$ cat config.mk
export PLATFORM = sky130hd
export DESIGN_NAME = lsu_ctrl_flat
export DESIGN_NICKNAME = d
export VERILOG_FILES = /design/src/rtl/lsu_pkg.sv /design/src/rtl/lsu_ctrl_if.sv /design/src/rtl/lsu_align.sv /design/src/rtl/lsu_ctrl.sv /design/src/flat_wrapper.sv
export SDC_FILE = /design/constraint.sdc
export NUM_CORES = 1
export LEC_CHECK = 0
export BUFFER_PORTS_ARGS = -buffer_cell sky130_fd_sc_hd__buf_2
export CORE_MARGIN = 5
export CORE_UTILIZATION = 40
export CTS_BUF_LIST = sky130_fd_sc_hd__clkbuf_8 sky130_fd_sc_hd__clkbuf_16
export CTS_CLUSTER_SIZE = 40
export DETAILED_ROUTE_END_ITERATION = 16
export SLEW_MARGIN = 20
export SYNTH_ARGS = -nofsm -noshare
export SYNTH_HDL_FRONTEND = slang
export SYNTH_SLANG_ARGS = --single-unit
$ cat constraint.sdc
create_clock -name clk -period 3.6 [get_ports clk]
set_clock_uncertainty 0.1 [all_clocks]
set_input_delay 0.72 -clock clk [delete_from_list [all_inputs] [get_ports clk]]
set_output_delay 0.72 -clock clk [all_outputs]
set_load 0.01 [all_outputs]
$ cat src/rtl/lsu_pkg.sv
// ----------------------------------------------------------------------------
// lsu_pkg
//   Shared types and helpers for the load/store sequencer.
//   - lsu_state_e : sequencer states (IDLE, ACC0, ACC1, RESP)
//   - SZ_B/SZ_H/SZ_W : transfer sizes in bytes
//   - norm_size() : folds unsupported sizes onto a word access
//   - size_mask() : byte-enable mask for a size, before the lane shift
// ----------------------------------------------------------------------------
package lsu_pkg;

    typedef enum logic [1:0] {
        IDLE = 2'd0,
        ACC0 = 2'd1,
        ACC1 = 2'd2,
        RESP = 2'd3
    } lsu_state_e;

    localparam logic [2:0] SZ_B = 3'd1;
    localparam logic [2:0] SZ_H = 3'd2;
    localparam logic [2:0] SZ_W = 3'd4;

    // Anything other than a byte or halfword is treated as a word access.
    function automatic logic [2:0] norm_size(input logic [2:0] size);
        case (size)
            SZ_B:    return SZ_B;
            SZ_H:    return SZ_H;
            default: return SZ_W;
        endcase
    endfunction

    function automatic logic [3:0] size_mask(input logic [2:0] size);
        case (size)
            SZ_B:    return 4'h1;
            SZ_H:    return 4'h3;
            default: return 4'hF;
        endcase
    endfunction

endpackage

$ cat src/rtl/lsu_ctrl_if.sv
// ----------------------------------------------------------------------------
// lsu_ctrl_if
//   Word-addressed data-memory port with a req/ack handshake.
//   master (sequencer) : drives req, we, addr, be, wdata; samples ack, rdata
//   slave  (memory)    : the mirror image
//   A phase completes on a clock edge where req and ack are both high.
// ----------------------------------------------------------------------------
interface lsu_ctrl_if;
    logic        req;
    logic        we;
    logic [31:0] addr;   // word aligned, bits [1:0] always zero
    logic [3:0]  be;
    logic [31:0] wdata;  // lane aligned
    logic        ack;
    logic [31:0] rdata;  // valid with ack

    modport master (output req, we, addr, be, wdata, input  ack, rdata);
    modport slave  (input  req, we, addr, be, wdata, output ack, rdata);
endinterface

$ cat src/rtl/lsu_align.sv
// ----------------------------------------------------------------------------
// lsu_align  (purely combinational)
//   Byte-lane alignment for the load/store sequencer.
//   Inputs : off (addr[1:0]), size (normalised 1/2/4), is_unsigned,
//            wdata (right-justified store data), lo/hi (first/second read word)
//   Outputs: lanes     - 8-bit byte mask across the two words touched
//            wdata_lo  - store data for the first word
//            wdata_hi  - store data for the following word
//            load_data - extracted and sign/zero-extended load result
// ----------------------------------------------------------------------------
module lsu_align
    import lsu_pkg::*;
(
    input  logic [1:0]  off,
    input  logic [2:0]  size,
    input  logic        is_unsigned,
    input  logic [31:0] wdata,
    input  logic [31:0] lo,
    input  logic [31:0] hi,
    output logic [7:0]  lanes,
    output logic [31:0] wdata_lo,
    output logic [31:0] wdata_hi,
    output logic [31:0] load_data
);

    logic [5:0]  shamt;
    logic [63:0] wide_wdata;
    logic [31:0] raw;
    logic        fill;

    assign shamt = {off, 3'b000};

    always_comb begin
        lanes      = {4'b0000, size_mask(size)} << off;

        // Shifting across 64 bits lets a word-crossing store fall naturally
        // into the second word's low lanes.
        wide_wdata = {32'b0, wdata} << shamt;
        wdata_lo   = wide_wdata[31:0];
        wdata_hi   = wide_wdata[63:32];

        raw        = 32'({hi, lo} >> shamt);

        case (size)
            SZ_B: begin
                fill      = ~is_unsigned & raw[7];
                load_data = {{24{fill}}, raw[7:0]};
            end
            SZ_H: begin
                fill      = ~is_unsigned & raw[15];
                load_data = {{16{fill}}, raw[15:0]};
            end
            default: begin
                fill      = 1'b0;
                load_data = raw;
            end
        endcase
    end

endmodule

$ cat src/rtl/lsu_ctrl.sv
// ----------------------------------------------------------------------------
// lsu_ctrl
//   MEM-stage load/store sequencer for the RV32I pipeline. Latches a memory
//   request, drives one or two aligned phases on the data-memory port
//   (two when the access crosses a word boundary), and returns the extended
//   load result with a one-cycle done pulse. Each phase aborts with err after
//   MAX_WAIT cycles without ack.
//
//   clk, reset              : core clock, synchronous active-high reset
//   mem_read, mem_write     : request (write wins if both); held while stall
//   xfer_size, is_unsigned  : bytes 1/2/4 (others = 4), zero-extend loads
//   addr, wdata             : byte address, right-justified store data
//   stall                   : freeze pipeline (request cycle and ACC phases)
//   done, rdata, err        : completion pulse, load result, timeout flag
//   dmem                    : data-memory port (master side)
// ----------------------------------------------------------------------------
module lsu_ctrl
    import lsu_pkg::*;
#(
    parameter int unsigned MAX_WAIT = 16  // 1..255
) (
    input  logic        clk,
    input  logic        reset,
    input  logic        mem_read,
    input  logic        mem_write,
    input  logic [2:0]  xfer_size,
    input  logic        is_unsigned,
    input  logic [31:0] addr,
    input  logic [31:0] wdata,
    output logic        stall,
    output logic        done,
    output logic [31:0] rdata,
    output logic        err,
    lsu_ctrl_if.master  dmem
);

    localparam logic [7:0] WAIT_LAST = 8'(MAX_WAIT - 1);

    lsu_state_e  state_q, state_d;
    logic        write_q, write_d;
    logic        uns_q, uns_d;
    logic [2:0]  size_q, size_d;
    logic [1:0]  off_q, off_d;
    logic [29:0] waddr_q, waddr_d;
    logic [31:0] wdata_q, wdata_d;
    logic [31:0] lo_q, lo_d;
    logic [31:0] hi_q, hi_d;
    logic [7:0]  wait_q, wait_d;
    logic        timeout_q, timeout_d;
    logic [31:0] rdata_q, rdata_d;
    logic        err_q, err_d;

    logic [7:0]  lanes;
    logic [31:0] wdata_lo, wdata_hi, load_data;
    logic        split;

    lsu_align u_align (
        .off        (off_q),
        .size       (size_q),
        .is_unsigned(uns_q),
        .wdata      (wdata_q),
        .lo         (lo_q),
        .hi         (hi_q),
        .lanes      (lanes),
        .wdata_lo   (wdata_lo),
        .wdata_hi   (wdata_hi),
        .load_data  (load_data)
    );

    assign split = |lanes[7:4];

    always_comb begin
        // NOTE: every signal written here gets a default first, so no path
        // through the case statement can infer a latch.
        state_d     = state_q;
        write_d     = write_q;
        uns_d       = uns_q;
        size_d      = size_q;
        off_d       = off_q;
        waddr_d     = waddr_q;
        wdata_d     = wdata_q;
        lo_d        = lo_q;
        hi_d        = hi_q;
        wait_d      = wait_q;
        timeout_d   = timeout_q;
        rdata_d     = rdata_q;
        err_d       = err_q;

        stall       = 1'b0;
        done        = 1'b0;
        rdata       = rdata_q;
        err         = err_q;
        dmem.req    = 1'b0;
        dmem.we     = 1'b0;
        dmem.addr   = 32'h0;
        dmem.be     = 4'h0;
        dmem.wdata  = 32'h0;

        case (state_q)
            IDLE: begin
                // Stall in the request cycle itself; stray acks are ignored.
                stall = mem_read | mem_write;
                if (mem_read | mem_write) begin
                    write_d   = mem_write;
                    uns_d     = is_unsigned;
                    size_d    = norm_size(xfer_size);
                    off_d     = addr[1:0];
                    waddr_d   = addr[31:2];
                    wdata_d   = wdata;
                    lo_d      = 32'h0;
                    hi_d      = 32'h0;
                    wait_d    = 8'd0;
                    timeout_d = 1'b0;
                    state_d   = ACC0;
                end
            end

            ACC0: begin
                stall      = 1'b1;
                dmem.req   = 1'b1;
                dmem.we    = write_q;
                dmem.addr  = {waddr_q, 2'b00};
                dmem.be    = lanes[3:0];
                dmem.wdata = wdata_lo;
                if (dmem.ack) begin
                    lo_d    = dmem.rdata;
                    wait_d  = 8'd0;
                    state_d = split ? ACC1 : RESP;
                end else if (wait_q == WAIT_LAST) begin
                    // Give up; a split access never reaches its second phase.
                    timeout_d = 1'b1;
                    state_d   = RESP;
                end else begin
                    wait_d = wait_q + 8'd1;
                end
            end

            ACC1: begin
                stall      = 1'b1;
                dmem.req   = 1'b1;
                dmem.we    = write_q;
                dmem.addr  = {waddr_q + 30'd1, 2'b00};  // wraps at the top
                dmem.be    = lanes[7:4];
                dmem.wdata = wdata_hi;
                if (dmem.ack) begin
                    hi_d    = dmem.rdata;
                    state_d = RESP;
                end else if (wait_q == WAIT_LAST) begin
                    // The first half of a split store stays written.
                    timeout_d = 1'b1;
                    state_d   = RESP;
                end else begin
                    wait_d = wait_q + 8'd1;
                end
            end

            RESP: begin
                done    = 1'b1;
                err     = timeout_q;
                rdata   = (timeout_q | write_q) ? 32'h0 : load_data;
                rdata_d = rdata;
                err_d   = err;
                // The pipeline advances at the end of this cycle, so the
                // inputs seen here are the completing instruction's.
                state_d = IDLE;
            end

            default: state_d = IDLE;
        endcase
    end

    // Control state and the held response registers.
    always_ff @(posedge clk) begin
        // NOTE: sequential state uses non-blocking assignments only, so every
        // flop samples the pre-edge value of its _d regardless of order.
        if (reset) begin
            state_q   <= IDLE;
            wait_q    <= 8'd0;
            timeout_q <= 1'b0;
            rdata_q   <= 32'h0;
            err_q     <= 1'b0;
        end else begin
            state_q   <= state_d;
            wait_q    <= wait_d;
            timeout_q <= timeout_d;
            rdata_q   <= rdata_d;
            err_q     <= err_d;
        end
    end

    // NOTE: the request latches carry no reset; they are always loaded in
    // IDLE before any ACC or RESP cycle reads them.
    always_ff @(posedge clk) begin
        write_q <= write_d;
        uns_q   <= uns_d;
        size_q  <= size_d;
        off_q   <= off_d;
        waddr_q <= waddr_d;
        wdata_q <= wdata_d;
        lo_q    <= lo_d;
        hi_q    <= hi_d;
    end

endmodule

$ cat src/flat_wrapper.sv
// flat-port wrapper written by rule: the top's interface ports become plain ports
module lsu_ctrl_flat import lsu_pkg::*;
#(
    parameter int unsigned MAX_WAIT = 16           
)
  (clk, reset, mem_read, mem_write, xfer_size, is_unsigned, addr, wdata, stall, done, rdata, err, dmem_req, dmem_we, dmem_addr, dmem_be, dmem_wdata, dmem_ack, dmem_rdata);
  lsu_ctrl_if dmem_i ();
  input  logic clk;
  input  logic reset;
  input  logic mem_read;
  input  logic mem_write;
  input  logic [2:0] xfer_size;
  input  logic is_unsigned;
  input  logic [31:0] addr;
  input  logic [31:0] wdata;
  output logic stall;
  output logic done;
  output logic [31:0] rdata;
  output logic err;
  output wire logic [$bits(dmem_i.req)-1:0] dmem_req;
  output wire logic [$bits(dmem_i.we)-1:0] dmem_we;
  output wire logic [$bits(dmem_i.addr)-1:0] dmem_addr;
  output wire logic [$bits(dmem_i.be)-1:0] dmem_be;
  output wire logic [$bits(dmem_i.wdata)-1:0] dmem_wdata;
  input wire logic [$bits(dmem_i.ack)-1:0] dmem_ack;
  input wire logic [$bits(dmem_i.rdata)-1:0] dmem_rdata;
  assign dmem_req = dmem_i.req;
  assign dmem_we = dmem_i.we;
  assign dmem_addr = dmem_i.addr;
  assign dmem_be = dmem_i.be;
  assign dmem_wdata = dmem_i.wdata;
  assign dmem_i.ack = dmem_ack;
  assign dmem_i.rdata = dmem_rdata;
  lsu_ctrl #(.MAX_WAIT(MAX_WAIT)) u_core (.clk(clk), .reset(reset), .mem_read(mem_read), .mem_write(mem_write), .xfer_size(xfer_size), .is_unsigned(is_unsigned), .addr(addr), .wdata(wdata), .stall(stall), .done(done), .rdata(rdata), .err(err), .dmem(dmem_i));
endmodule
# [Yosys cells after proc, flatten, opt, wreduce, memory -nomap -nowiden]
# Index checks and enable logic that the tools add are counted.
[classes] shift=3 eq_ne=14 n_addsub=2 mux=32 n_bitwise=5 n_reduce_logical=12
[op_table] operator="$pmux W32 S2" n=5
[op_table] operator="$mux W32" n=4
[op_table] operator="$shl A32 B5 Y64" n=1
[op_table] operator="$shr A64 B5 Y32" n=1
[op_table] operator="$mux W8" n=4
[op_table] operator="$add A30 B1 Y30 const B" n=1
[op_table] operator="$pmux W8 S3" n=1
[op_table] operator="$pmux W4 S2" n=2
[op_table] operator="$reduce_and A3 Y1" n=3
[op_table] operator="$add A8 B1 Y8 const B" n=1
[op_table] operator="$eq A8 B4 Y1 const B" n=1
[op_table] operator="$mux W1" n=8
[op_table] operator="$mux W2" n=4
[op_table] operator="$ne A2 B2 Y1 const B" n=4
[op_table] operator="$pmux W2 S4" n=1
[op_table] operator="$shl A4 B2 Y8" n=1
[op_table] operator="$eq A3 B1 Y1 const B" n=2
[op_table] operator="$eq A3 B2 Y1 const B" n=2
[op_table] operator="$pmux W3 S2" n=1
[op_table] operator="$reduce_bool A2 Y1" n=3
[op_table] operator="$eq A2 B2 Y1 const B" n=2
[op_table] operator="$ne A2 B1 Y1 const B" n=2
[op_table] operator="$pmux W1 S2" n=2
[op_table] operator="$reduce_and A4 Y1" n=1
[op_table] operator="other kinds (9)" n=11
[totals] output_inout_bits=105 inputBits=105 register_bits=177 wordCells=81

# [Longest topological paths before layout]
[depth] ltp_word=7 mapped_depth=8 mapped_depth_nobuf=6

# [Hierarchy]
# From an unflattened synthesis, not the netlist that was laid out.
[hier_totals] hier_cells=931 area_unflattened_um2=9854.5
[by_module_without_submodules] module="lsu_ctrl" instances=1 seq_area_each_um2=4874.7 cells_per_inst=690 area_per_inst_um2=7958.9
[by_module_without_submodules] module="lsu_align" instances=1 seq_area_each_um2=0.0 cells_per_inst=241 area_per_inst_um2=1895.6

# [Worst setup path before layout]
# Ideal clock, no wire load.
[synth_path] path_type="input port to output port" from="input port mem_write" to="output port stall" slack_ns=0.158 cell_stages=3 n_path_buf=0 arrival_time_ns=2.622 cell_sequence="o21a_1 > nor2_1 > nor2_1"
[synth_via] elab_chain_len=2
[synth_lines] item="from (decl)" line_no="flat_wrapper.sv:11" text="input logic mem_write;"
[synth_lines] item="$or A1 B1 Y1" line_no="lsu_ctrl.sv:102" text="stall = mem_read | mem_write;"
[synth_lines] item="$pmux W1 S2" line_no="lsu_ctrl.sv:99" text="case (state_q)"
[synth_lines] item="to (decl)" line_no="flat_wrapper.sv:16" text="output logic stall;"
# Every way passes these cells.

# [Worst setup path in the final report]
[layout_path] from="register u_core.off_q[1]" to="output port rdata[17]"
[layout_via] elab_chain_len=5 elab_cells_between_ends=6 classes_between="1 x shift; 3 x mux; 2 x bitwise"
[layout_lines] item="from (decl)" line_no="lsu_ctrl.sv:43" text="logic [1:0] off_q, off_d;"
[layout_lines] item="from (signal assigned)" line_no="lsu_ctrl.sv:197" text="off_q <= off_d;"
[layout_lines] item="$shr A64 B5 Y32 (*)" line_no="lsu_align.sv:42" text="raw = 32'({hi, lo} >> shamt);"
[layout_lines] item="$and A1 B1 Y1 (on tied branches)" line_no="lsu_align.sv:50, lsu_align.sv:46"
[layout_lines] item="$pmux W32 S2 (*)" line_no="lsu_align.sv:44" text="case (size)"
[layout_lines] item="$mux W32 (*)" line_no="lsu_ctrl.sv:160" text="rdata = (timeout_q | write_q) ? 32'h0 : load_data;"
[layout_lines] item="$mux W32 (*)"
[layout_lines] item="to (decl)" line_no="flat_wrapper.sv:18" text="output logic [31:0] rdata;"
# Mark *: on every way between the ends. The rest lies on a longest branch, timed or not.

==> impl_metrics.json <==
{
  "outcome": "finished clean",
  "cts_root_buf": "clkbuf_16",
  "fin_crit_sh": 0.959,
  "reg2reg_slack_ns": 1.14,
  "reg2reg_depth": 7,
  "end_kind": "primary output",
  "finalPower_uw": 6060,
  "tritoncts": "built",
  "r2r_start": "u_core.state_q[1]$_SDFFE_PP0P_",
  "dpl.hpwl_mm": 19.0,
  "crit_fanout": 63,
  "cp.arrival_ns": 2.63,
  "grt_pass1_vias": 7188,
  "dr.pass1.iters": 5,
  "yosys.area_share.adder": 0.0108,
  "met3_length_mm": 1.97,
  "clkSlewWorstSetupHoldPaths_ns": 0.07,
  "insertion_delay_ns": 0.42,
  "fin_crit_ns": 3.45,
  "synth-seq-cells": 169,
  "synth_top_family_by_area": "simple AND/OR/NAND/NOR gates",
  "maxCapViolCount": 0,
  "startpoint_type": "flip-flop",
  "dp_cells": 1352,
  "ir_drop_mv": 0.276,
  "holdBufCountCts": 0,
  "cts_sinks": 169,
  "ant_nets": 0,
  "cellPowerDensity_nw_per_um2": 540,
  "synth_most_common_cell": "edfxtp_1",
  "path_depth": 6,
  "path_buf_inv": 2,
  "place.gp.congestion": 0.831,
  "overflow": 0,
  "htreeDepth": 4,
  "setup_violations": 0,
  "yosys.area_share.simple": 0.171,
  "rows": 55,
  "viasPerCell": 5.43,
  "nFillCells": 2161,
  "crit_path_start": "u_core.off_q[1]$_DFFE_PP_",
  "synthTopCellsByCount": "125 x edfxtp_1, 92 x mux2i_1, 73 x nand2_1",
  "path_cells": "buf_12, mux2i_1, mux2i_1, a22oi_1, nand2_1, buf_2",
  "wirelength_mm": 26.7,
  "synth_compound_area_frac": 0.166,
  "cts_max_path_buffers": 2,
  "async_flop_share": 0,
  "antenna_found_initial": 5,
  "tns_ns": 0,
  "clock.fmax_mhz": 290,
  "core-area_um2": 22800,
  "crit_top_cell": "mux2i_1",
  "synth_edf_count": 125,
  "worstMarginPinSlew_ns": 0.991,
  "wl_per_cell_um": 19.3,
  "synth_cell_types": 71,
  "critical_path_class": "reg2out",
  "ys_warn_count": 0,
  "grt_max_degree": 79,
  "initial_core_util": 0.408,
  "grt_use_total": 0.198,
  "cp_slowest_cell": "edfxtp_1",
  "layout.nets": 1171,
  "drive_gt1_frac": 0.281,
  "numCtsBuffers": 17,
  "cp.required_ns": 2.78,
  "pin_count": 210,
  "die_w_um": 162,
  "synthMuxAreaShare": 0.115,
  "ys_seq_area_frac": 0.498,
  "areaGrowthSynthToFinish_pct": 20.8,
  "rsz0062_at_grt": "false",
  "max_stage_delay_ns": 0.55,
  "synth_area_leaders": "edfxtp_1 40%, mux2i_1 9.9%, dfxtp_1 9.5%",
  "synth.avg_cell_area_um2": 10.6,
  "highest_layer": "met5",
  "dieArea_um2": 26400,
  "syn_area_um2": 9300,
  "drc": 0,
  "yosysTopAreaCellShare": 0.404,
  "io_buffers": 207,
  "synth_top_area_cell": "edfxtp_1",
  "vias": 7523,
  "synthXorXnorAreaFrac": 0.000942,
  "timing.rr.end": "u_core.wait_q[5]$_SDFFE_PP0P_",
  "fin_cells": 1386,
  "endpoint": "rdata[17]",
  "syn_inst": 877,
  "relSlewSlack": 0.335,
  "m1WireLength_mm": 12.2,
  "crit_family": "multiplexers",
  "holdCritPathClass": "in2reg",
  "grt_pass1_wl_mm": 41.1,
  "maxSlewViolCount": 0,
  "dr_wl_met2_mm": 12.1,
  "drtIter0Drc": 601,
  "hold_viol": 0,
  "leakagePower_uw": 0.00472,
  "synth_ff_type": "edfxtp_1",
  "die-height_um": 162
}
## cell families (layout without fill, tap and decap cells)
logic type,Yosys count,count (layout)
and+or+nand+nor,286,286
muxes,104,104
buffers and inverters,83,276
xor gates and xnor gates,1,1
DFF,169,169
adders and majority gates,8,8
AOI/OAI and AO/OA,225,225
other,1,4
## sequential cells by signal (all words and copies together), names as in the netlist
signal and count:
u_core.waddr_q 30, u_core.size_q 3, u_core.uns_q 1, u_core.wdata_q 32
u_core.lo_q 32, u_core.state_q 2, u_core.write_q 1, u_core.rdata_q 32
u_core.off_q 2, u_core.hi_q 24, u_core.err_q 1, u_core.timeout_q 1
u_core.wait_q 8
## routing by layer
metal | up-vias | GRT usage
met2 | 237 | 0.304
met1 | 3569 | 0.279
met5 | - | 0
li1 | 3681 | -
met3 | 28 | 0.0580
met4 | 8 | 0.0450
## cell type report
class / instances / area [um2] / area share
Multi-Input combinational cell: 626 / 4330 / 0.385
Antenna cell: 2 / 5.00 / 0.000445
Timing Repair Buffer: 228 / 1220 / 0.108
Clock inverter: 13 / 138 / 0.0122
Tap cell: 313 / 392 / 0.0348
Clock buffer: 19 / 464 / 0.0413
Sequential cell: 169 / 4630 / 0.412
Inverter: 16 / 60.1 / 0.00534
## cells in the final DEF (no fill, tap or decap), drive strengths merged, types with 9 or more instances in the layout
cell type	instances
buf	228
edfxtp	125
mux2i	92
nand2	73
and2	63
nor2	52
a21oi	47
dfxtp	44
o21ai	33
a31oi	27
a22oi	23
inv	22
clkbuf	19
nor3	18
nand3	18
nor2b	14
o32ai	12
a211oi	12
mux2	11
o22ai	9
a22o	9
a32o	9
## timing repair
| item | 4_1_cts | 5_1_grt |
|---|---|---|
| endpoints found under the setup margin | 0 | 3 |
| endpoints found under the hold margin | 0 | 0 |
| setup buffers | 0 | 0 |
| gates resized for setup | 0 | 1 |
## metrics by stage
step	hold WS (ns)	util	area (um2)	setup slack (ns)
2_1_floorplan	0.360	-	9310	0.158
3_3_place_gp	0.368	0.466	10600	0.639
3_5_place_dp	0.375	0.466	10600	0.602
4_1_cts	0.349	0.493	11200	0.136
5_1_grt	0.341	0.493	11200	0.0311
6_report	0.366	0.493	11200	0.148
## where the power goes
group	switching, uW	internal, uW	total, uW
clock	800	1090	1890
combinational	909	557	1470
sequential	216	2490	2710
total	1930	4140	6060
## worst min path at each step
stage	from	to	slack [ns]	depth (start not counted)
global route	addr[22]	u_core.waddr_q[20]$_DFFE_PP_	0.34	1
detailed placement	u_core.rdata_q[15]$_SDFF_PP0_	u_core.rdata_q[15]$_SDFF_PP0_	0.38	2
global placement	u_core.rdata_q[14]$_SDFF_PP0_	u_core.rdata_q[14]$_SDFF_PP0_	0.37	2
CTS	addr[13]	u_core.waddr_q[11]$_DFFE_PP_	0.35	1
floorplan	u_core.rdata_q[10]$_SDFF_PP0_	u_core.rdata_q[10]$_SDFF_PP0_	0.36	2
finish	is_unsigned	u_core.uns_q$_DFFE_PP_	0.37	1
Note: power is estimated with default switching activity, not from simulation.
